<file path="config.mk">
export PLATFORM = sky130hd
export DESIGN_NAME = wb_ctrl
export DESIGN_NICKNAME = d
export VERILOG_FILES = /design/src/rtl/cpu_ctrl_pkg.sv /design/src/rtl/wb_decode.sv /design/src/rtl/wb_ctrl.sv
export SDC_FILE = /design/constraint.sdc
export NUM_CORES = 1
export LEC_CHECK = 0
export CAP_MARGIN = 20
export CORE_AREA = 2 2 51 53
export DETAILED_ROUTE_END_ITERATION = 12
export DIE_AREA = 0 0 53 55
export PLACE_DENSITY_LB_ADDON = 0.1
export SYNTH_ARGS = -nofsm -noshare
export SYNTH_HDL_FRONTEND = slang
export SYNTH_SLANG_ARGS = --single-unit
</file>
<file path="constraint.sdc">
create_clock -name clk -period 1.9 [get_ports clk]
set_input_delay 0.57 -clock clk [delete_from_list [all_inputs] [get_ports clk]]
set_output_delay 0.57 -clock clk [all_outputs]
set_load 0.005 [all_outputs]
</file>
<file path="src/rtl/cpu_ctrl_pkg.sv">
// Shared opcode/funct values, select codes, FSM states and instruction classes
// for the register-file write-back controller.
package cpu_ctrl_pkg;

    localparam logic [5:0] OP_RTYPE = 6'h00;
    localparam logic [5:0] OP_J     = 6'h02;
    localparam logic [5:0] OP_JAL   = 6'h03;
    localparam logic [5:0] OP_BEQ   = 6'h04;
    localparam logic [5:0] OP_BNE   = 6'h05;
    localparam logic [5:0] OP_ADDI  = 6'h08;
    localparam logic [5:0] OP_SLTI  = 6'h0A;
    localparam logic [5:0] OP_ANDI  = 6'h0C;
    localparam logic [5:0] OP_ORI   = 6'h0D;
    localparam logic [5:0] OP_LUI   = 6'h0F;
    localparam logic [5:0] OP_LW    = 6'h23;
    localparam logic [5:0] OP_SW    = 6'h2B;
    localparam logic [5:0] OP_POP   = 6'h3E;

    localparam logic [5:0] FN_JR    = 6'h08;

    localparam logic [1:0] DST_RT = 2'd0;
    localparam logic [1:0] DST_RA = 2'd1;
    localparam logic [1:0] DST_SP = 2'd2;
    localparam logic [1:0] DST_RD = 2'd3;

    localparam logic [1:0] SRC_ALU = 2'd0;
    localparam logic [1:0] SRC_MEM = 2'd1;
    localparam logic [1:0] SRC_PC4 = 2'd2;

    typedef enum logic [2:0] {
        ST_IDLE,
        ST_DECODE,
        ST_WAIT,
        ST_WRITE,
        ST_WRITE_SP
    } state_t;

    typedef enum logic [2:0] {
        CLS_RTYPE,
        CLS_IMM,
        CLS_LOAD,
        CLS_LINK,
        CLS_NOWB,
        CLS_POP,
        CLS_ILLEGAL
    } cls_t;

endpackage

</file>
<file path="src/rtl/wb_decode.sv">
// Combinational instruction classifier: opcode/funct to class, destination
// select and write-back source. STACK_OPS_EN makes opcode 0x3E (pop) legal.
module wb_decode
    import cpu_ctrl_pkg::*;
(
    input  logic [5:0] opcode,
    input  logic [5:0] funct,
    output cls_t       cls,
    output logic [1:0] dst,
    output logic [1:0] src
);

    always_comb begin
        cls = CLS_ILLEGAL;
        dst = DST_RT;
        src = SRC_ALU;
        case (opcode)
            OP_RTYPE: begin
                if (funct == FN_JR) begin
                    cls = CLS_NOWB;
                end else begin
                    cls = CLS_RTYPE;
                    dst = DST_RD;
                end
            end
            OP_ADDI, OP_SLTI, OP_ANDI, OP_ORI, OP_LUI: begin
                cls = CLS_IMM;
            end
            OP_LW: begin
                cls = CLS_LOAD;
                src = SRC_MEM;
            end
            OP_JAL: begin
                cls = CLS_LINK;
                dst = DST_RA;
                src = SRC_PC4;
            end
            OP_SW, OP_BEQ, OP_BNE, OP_J: begin
                cls = CLS_NOWB;
            end
`ifdef STACK_OPS_EN
            // First half of pop loads rt; the $29 update is forced by the FSM.
            OP_POP: begin
                cls = CLS_POP;
                src = SRC_MEM;
            end
`endif
            default: begin
                cls = CLS_ILLEGAL;
            end
        endcase
    end

endmodule

</file>
<file path="src/rtl/wb_ctrl.sv">
// Multicycle write-back controller: accepts one instruction, waits for its
// result and strobes the register-file write. Optional pop support: STACK_OPS_EN.
module wb_ctrl
    import cpu_ctrl_pkg::*;
#(
    parameter int TIMEOUT_W = 4
) (
    input  logic       clk,
    input  logic       reset,
    input  logic       issue_valid,
    output logic       issue_ready,
    input  logic [5:0] opcode,
    input  logic [5:0] funct,
    input  logic       result_valid,
    output logic [1:0] reg_dst_sel,
    output logic [1:0] wb_src_sel,
    output logic       reg_write,
    output logic       done,
    output logic       err
);

    // Last counter value before the wait would exceed 2^TIMEOUT_W-1 cycles.
    localparam logic [TIMEOUT_W-1:0] CNT_LAST = {{(TIMEOUT_W-1){1'b1}}, 1'b0};

    state_t               state_reg, state_next;
    logic [5:0]           opcode_reg;
    logic [5:0]           funct_reg;
    logic [TIMEOUT_W-1:0] cnt_reg, cnt_next;

    cls_t       dec_cls;
    logic [1:0] dec_dst;
    logic [1:0] dec_src;

    wb_decode u_decode (
        .opcode (opcode_reg),
        .funct  (funct_reg),
        .cls    (dec_cls),
        .dst    (dec_dst),
        .src    (dec_src)
    );

    always_ff @(posedge clk) begin
        if (reset) begin
            state_reg  <= ST_IDLE;
            cnt_reg    <= '0;
            opcode_reg <= '0;
            funct_reg  <= '0;
        end else begin
            state_reg <= state_next;
            cnt_reg   <= cnt_next;
            if (state_reg == ST_IDLE && issue_valid) begin
                opcode_reg <= opcode;
                funct_reg  <= funct;
            end
        end
    end

    // Selects come from the latched instruction, so they stay stable until IDLE.
    always_comb begin
        state_next  = state_reg;
        cnt_next    = cnt_reg;
        issue_ready = 1'b0;
        reg_write   = 1'b0;
        done        = 1'b0;
        err         = 1'b0;
        reg_dst_sel = dec_dst;
        wb_src_sel  = dec_src;
        case (state_reg)
            ST_IDLE: begin
                issue_ready = 1'b1;
                reg_dst_sel = DST_RT;
                wb_src_sel  = SRC_ALU;
                cnt_next    = '0;
                if (issue_valid) begin
                    state_next = ST_DECODE;
                end
            end
            ST_DECODE: begin
                cnt_next = '0;
                case (dec_cls)
                    CLS_NOWB: begin
                        done       = 1'b1;
                        state_next = ST_IDLE;
                    end
                    CLS_ILLEGAL: begin
                        done       = 1'b1;
                        err        = 1'b1;
                        state_next = ST_IDLE;
                    end
                    default: begin
                        state_next = ST_WAIT;
                    end
                endcase
            end
            ST_WAIT: begin
                // A result on the final count still wins over the timeout.
                if (result_valid) begin
                    state_next = ST_WRITE;
                end else if (cnt_reg == CNT_LAST) begin
                    done       = 1'b1;
                    err        = 1'b1;
                    state_next = ST_IDLE;
                end else begin
                    cnt_next = cnt_reg + 1'b1;
                end
            end
            ST_WRITE: begin
                reg_write = 1'b1;
`ifdef STACK_OPS_EN
                if (dec_cls == CLS_POP) begin
                    state_next = ST_WRITE_SP;
                end else begin
                    done       = 1'b1;
                    state_next = ST_IDLE;
                end
`else
                done       = 1'b1;
                state_next = ST_IDLE;
`endif
            end
`ifdef STACK_OPS_EN
            ST_WRITE_SP: begin
                reg_write   = 1'b1;
                done        = 1'b1;
                reg_dst_sel = DST_SP;
                wb_src_sel  = SRC_ALU;
                state_next  = ST_IDLE;
            end
`endif
            default: begin
                state_next = ST_IDLE;
            end
        endcase
    end

endmodule

</file>
After elaboration in Yosys (flattened, before gate mapping):

Cells that the tools add are included.

* memories: 0
* output and inout bits: 8
* bits in writable memories: 0
* latch bits: 0
* ROM bits: 0
* input port bits: 16
* logic and storage cells: 60
* bits in registers: 19

* equality and inequality tests: 22
* order comparisons: 0
* bitwise logic cells: 0
* reduce and logical (&&, ||, !) cells: 10
* add/sub/neg operators: 1
* mux-type cells: 23
* $mul: 0
* div/mod/pow operators: 0
* shift-type cells: 0

Operators with widths (count)
* $eq A6 B4 Y1 const B: 6
* $pmux W3 S5: 1
* $eq A6 B2 Y1 const B: 2
* $eq A6 B3 Y1 const B: 2
* $eq A6 B6 Y1 const B: 2
* $mux W3: 4
* $pmux W3 S3: 1
* $mux W2: 4
* $mux W4: 2
* $pmux W2 S2: 2
* $pmux W4 S2: 1
* $eq A3 B2 Y1 const B: 2
* $eq A3 B3 Y1 const B: 2
* $logic_not A6 Y1: 1
* $mux W1: 6
* $ne A2 B2 Y1 const B: 3
* $reduce_or A5 Y1: 1
* $add A4 B1 Y4 const B: 1
* $eq A4 B4 Y1 const B: 1
* $reduce_or A2 Y1: 2
* $reduce_or A4 Y1: 1
* $eq A3 B1 Y1 const B: 1
* $logic_not A3 Y1: 1
* $ne A3 B3 Y1 const B: 1
* 6 further kinds: 6

Longest topological paths before layout:

* depth after elaboration: 7
* gate-level depth with buffers: 7

Cells and area by module:

Synthesis repeated with hierarchy kept, for this count alone.

* cells, all modules: 145
* area, all modules: 1103.6 µm²

By module, submodules not included
* wb_ctrl: area each 884.6 µm², cells an instance 112, times used 1
* wb_decode: area each 219.0 µm², cells an instance 33, times used 1

Worst setup path before layout:

No wires, ideal clock.

* path type: register to output
* from: register funct_reg[2]
* to: output done
* buffers on the path: 0
* required time: 1.330 ns
* cell stages (with the launch flop): 6
* arrival: 1.280 ns
* slack: 0.050 ns
* cell sequence: dfxtp_1 -> or4b_4 -> nor3_2 -> and2b_1 -> nor3_2 -> o21ai_1

* word-level cells in the longest chain between the ends: 7
* elaborated cells between the ends (all ways): 8
* those cells by class: eq/ne: 3; mux: 4; reduce/logical: 1

RTL lines
* start, declared: line wb_ctrl.sv:27 `logic [5:0] funct_reg;`
* start signal, assigned: line wb_ctrl.sv:53 `funct_reg <= funct;`
* $eq A6 B4 Y1 *: line wb_decode.sv:19 `if (funct == FN_JR) begin`
* $mux W3 *: line wb_decode.sv:19
* $pmux W3 S5 *: line wb_decode.sv:17 `case (opcode)`
* $eq A3 B3 Y1: line wb_ctrl.sv:80 `case (dec_cls)`
* $reduce_or A2 Y1 (no line) *
* $mux W1 *: line wb_ctrl.sv:80
* $pmux W1 S3 *: line wb_ctrl.sv:68 `case (state_reg)`
* end, declared: line wb_ctrl.sv:18 `output logic done,`

Every way passes the cells marked *; elsewhere a longest branch is shown, timed or not.

Worst setup path after layout:

* from: register funct_reg[4]
* to: output done

The elaborated chain is that of the path after synthesis.

==> results.json <==
{
  "run_status": "finished, violations left",
  "violations": "setup timing",
  "die_area_sq_mm": 0.00292,
  "required_ns": 1.33,
  "antenna_found_initial": 0,
  "worst_slew_pin_slew_ns": 0.391,
  "grt_max_degree": 13,
  "p_leak_nw": 0.710,
  "slew_violations": 0,
  "r2r_slack_ns": 0.32,
  "grt_overflow": 0,
  "holdBufCountCts": 0,
  "hold_start": "funct_reg[4]",
  "final_antenna_net_count": 0,
  "wirelength_mm": 2.54,
  "place.gp.congestion": 0.841,
  "multiInputGateArea_sq_um": 696,
  "swShare": 0.350,
  "comb_power_share": 0.518,
  "seq_power_share": 0.325,
  "rsz0062_at_grt": "true",
  "cts_root_buffer": "clkbuf_4",
  "clk_pin_slew_ns": 0.10,
  "p_int_w": 0.000977,
  "synth_area_sq_mm": 0.00102,
  "p_switching_w": 0.000526,
  "drive_gt1_frac": 0.335,
  "fill_cells": 199,
  "holdWs_ns": 0.462,
  "rr_startpoint": "funct_reg[4]",
  "cts_buffers": 3,
  "maxSlewHeadroom": 0.739,
  "drt_iter0_markers": 10,
  "rr_endpoint": "state_reg[1]",
  "cts_max_level": 1,
  "hp-class": "flip-flop to flip-flop",
  "r2r_cells": 6,
  "ys_seq_elements": 18,
  "dp_hpwl_mm": 1.85,
  "synth_edf_count": 0,
  "fmax_mhz": 425,
  "skew_ns": 0.00143,
  "diodes": 0,
  "synthesis.nets": 157,
  "grt_pass1_vias": 1001,
  "io_buffers": 23,
  "clock_sinks": 18,
  "finalHoldViolCount": 0,
  "arrival_ns": 1.78,
  "core_area_sq_mm": 0.00236,
  "whs_endpoint": "funct_reg[4]",
  "clockPowerShare": 0.157,
  "floorplan.initialDensity": 0.433,
  "pre_cts_ws_ns": -0.738,
  "maxCapViolCount": 0,
  "final_nets": 211,
  "yosysWarnings": 0,
  "rows": 18,
  "routed_via_density": 5.09,
  "layout_min_cycle_time_ns": 2.35,
  "drtPass1Iterations": 5,
  "final-seq-area_sq_um": 375,
  "critPathKind": "flip-flop to output pin",
  "syn_to_final_growth_pct": 59.3,
  "worst-path-max-fanout": 3,
  "chipWidth_um": 53,
  "whs_path_depth": 2,
  "drc": 0,
  "vdd_ir_drop_max_mv": 0.671,
  "cts_tree": "built",
  "setup_viol": 6,
  "synthFlopType": "dfxtp_1",
  "die-height_um": 55,
  "clockBufferDepth": 2,
  "seq_area_frac_synth": 0.352,
  "power_w": 0.00150,
  "detail_route.wl_per_cell_um": 11.7,
  "grt_use_total": 0.193,
  "postSynthAreaPerCell_sq_um": 7.59,
  "synthCells": 135,
  "grt_pass1_wl_mm": 4.15,
  "pin_count": 24,
  "endpoint_kind": "output pin",
  "clkLatencyLatePin_ns": 0.29,
  "num_vias": 1110,
  "fin_crit_sh": 1.24,
  "startpoint_type": "flip-flop",
  "async_flop_share": 0,
  "synth_cell_types": 37,
  "layout_setup_ws_ns": -0.454,
  "powerDensity_mw_per_mm2": 920
}
==> repair_timing <==
| item | 4_1_cts | 5_1_grt |
|---|---|---|
| endpoints found under the hold margin | 0 | 0 |
| resized for setup | 51 | 4 |
| pin swaps | 8 | 3 |
| endpoints found under the setup margin | 8 | 7 |
| buffers inserted | 8 | 0 |
==> metrics by stage <==
stage          TNS, ns  utilization  area, sq um  cells
2_1_floorplan        0            -         1020    135
3_3_place_gp     -2.50        0.621         1470    207
3_5_place_dp     -2.73        0.621         1470    207
4_1_cts          -2.02        0.684         1620    218
5_1_grt          -2.23        0.690         1630    218
6_report         -1.70        0.690         1630    218
==> power by group through the flow <==
stage	registers, W	logic (W)	clock network [W]
final	0.000488	0.000778	0.000236
after global routing	0.000495	0.000856	0.000257
after CTS	0.000486	0.000768	0.000244
after detailed placement	0.000481	0.000670	0
after global placement	0.000477	0.000662	0
after floorplan	0.000482	0.000345	0
==> cells in the final DEF (no fill, tap or decap), types with 2 or more instances in the layout <==
| cell type | netlist | final |
|---|---|---|
| o21ai_0 | 3 | 3 |
| inv_1 | 5 | 3 |
| a21oi_1 | 17 | 17 |
| nor2b_1 | 3 | 2 |
| clkdlybuf4s50_1 | 0 | 15 |
| dfxtp_2 | 0 | 6 |
| inv_2 | 0 | 2 |
| xor2_1 | 2 | 2 |
| o21ai_1 | 2 | 2 |
| buf_2 | 1 | 5 |
| nor3_1 | 4 | 3 |
| dfxtp_4 | 0 | 2 |
| ha_1 | 6 | 4 |
| a21o_1 | 2 | 2 |
| buf_4 | 0 | 28 |
| nand2_1 | 30 | 30 |
| buf_6 | 0 | 4 |
| nand3b_1 | 2 | 2 |
| ha_4 | 0 | 2 |
| and3_1 | 3 | 2 |
| dfxtp_1 | 18 | 10 |
| nor3_2 | 2 | 2 |
| clkbuf_4 | 0 | 3 |
| nor2_1 | 9 | 9 |
==> cells in the mapped netlist (2+ instances only) <==
library cell / number / area, sq um
nand3b_1: 2 / 15.0
nand2_1: 30 / 113
nor2_1: 9 / 33.8
xor2_1: 2 / 17.5
nor4b_1: 2 / 17.5
clkbuf_1: 5 / 18.8
ha_1: 6 / 75.1
nor2b_1: 3 / 18.8
and3_1: 3 / 18.8
nor3_1: 4 / 20.0
a21oi_1: 17 / 85.1
o21ai_1: 2 / 10.0
inv_1: 5 / 18.8
a21o_1: 2 / 15.0
o21ai_0: 3 / 15.0
nor3_2: 2 / 20.0
dfxtp_1: 18 / 360
==> critical path, cell delays in order (launching register included) <==
cell	delay (ns)
dfxtp_2	0.33
or4b_4	0.54
nor3_4	0.14
and2b_1	0.16
nor3_2	0.05
o21ai_1	0.14
buf_2	0.14
==> worst max path at each step <==
stage	start	cells after the start	end	slack [ns]
2_1_floorplan	funct_reg[2]	5	done	0.05
3_3_place_gp	result_valid	5	done	-0.63
3_5_place_dp	result_valid	5	done	-0.74
4_1_cts	funct_reg[4]	6	done	-0.54
5_1_grt	funct_reg[4]	6	done	-0.56
6_report	funct_reg[4]	6	done	-0.45
==> logic make-up after synthesis <==
| kind of cell | synth area share |
|---|---|
| and+or+nand+nor | 0.314 |
| AOI/OAI and AO/OA | 0.182 |
| DFF | 0.352 |
| buffers and inverters | 0.0415 |
| adders and majority gates | 0.0733 |
| xor gates and xnor gates | 0.0171 |
| muxes | 0.0208 |
==> final cells by class <==
cell class                      count  share of cell area
Inverter                            5              0.0115
Sequential cell                    18               0.230
Multi-Input combinational cell    106               0.426
Timing Repair Buffer               55               0.287
Tap cell                           30              0.0230
Clock buffer                        4              0.0222
==> routing by layer <==
metal  track usage  vias up  routed length [um]
met2         0.333       25                1250
met4        0.0769        0                  24
li1              -      576                   -
met3        0.0161        4                  81
met1         0.252      505                1190
met5             0        -                   0
No activity file was read; power rests on OpenSTA's default activity.
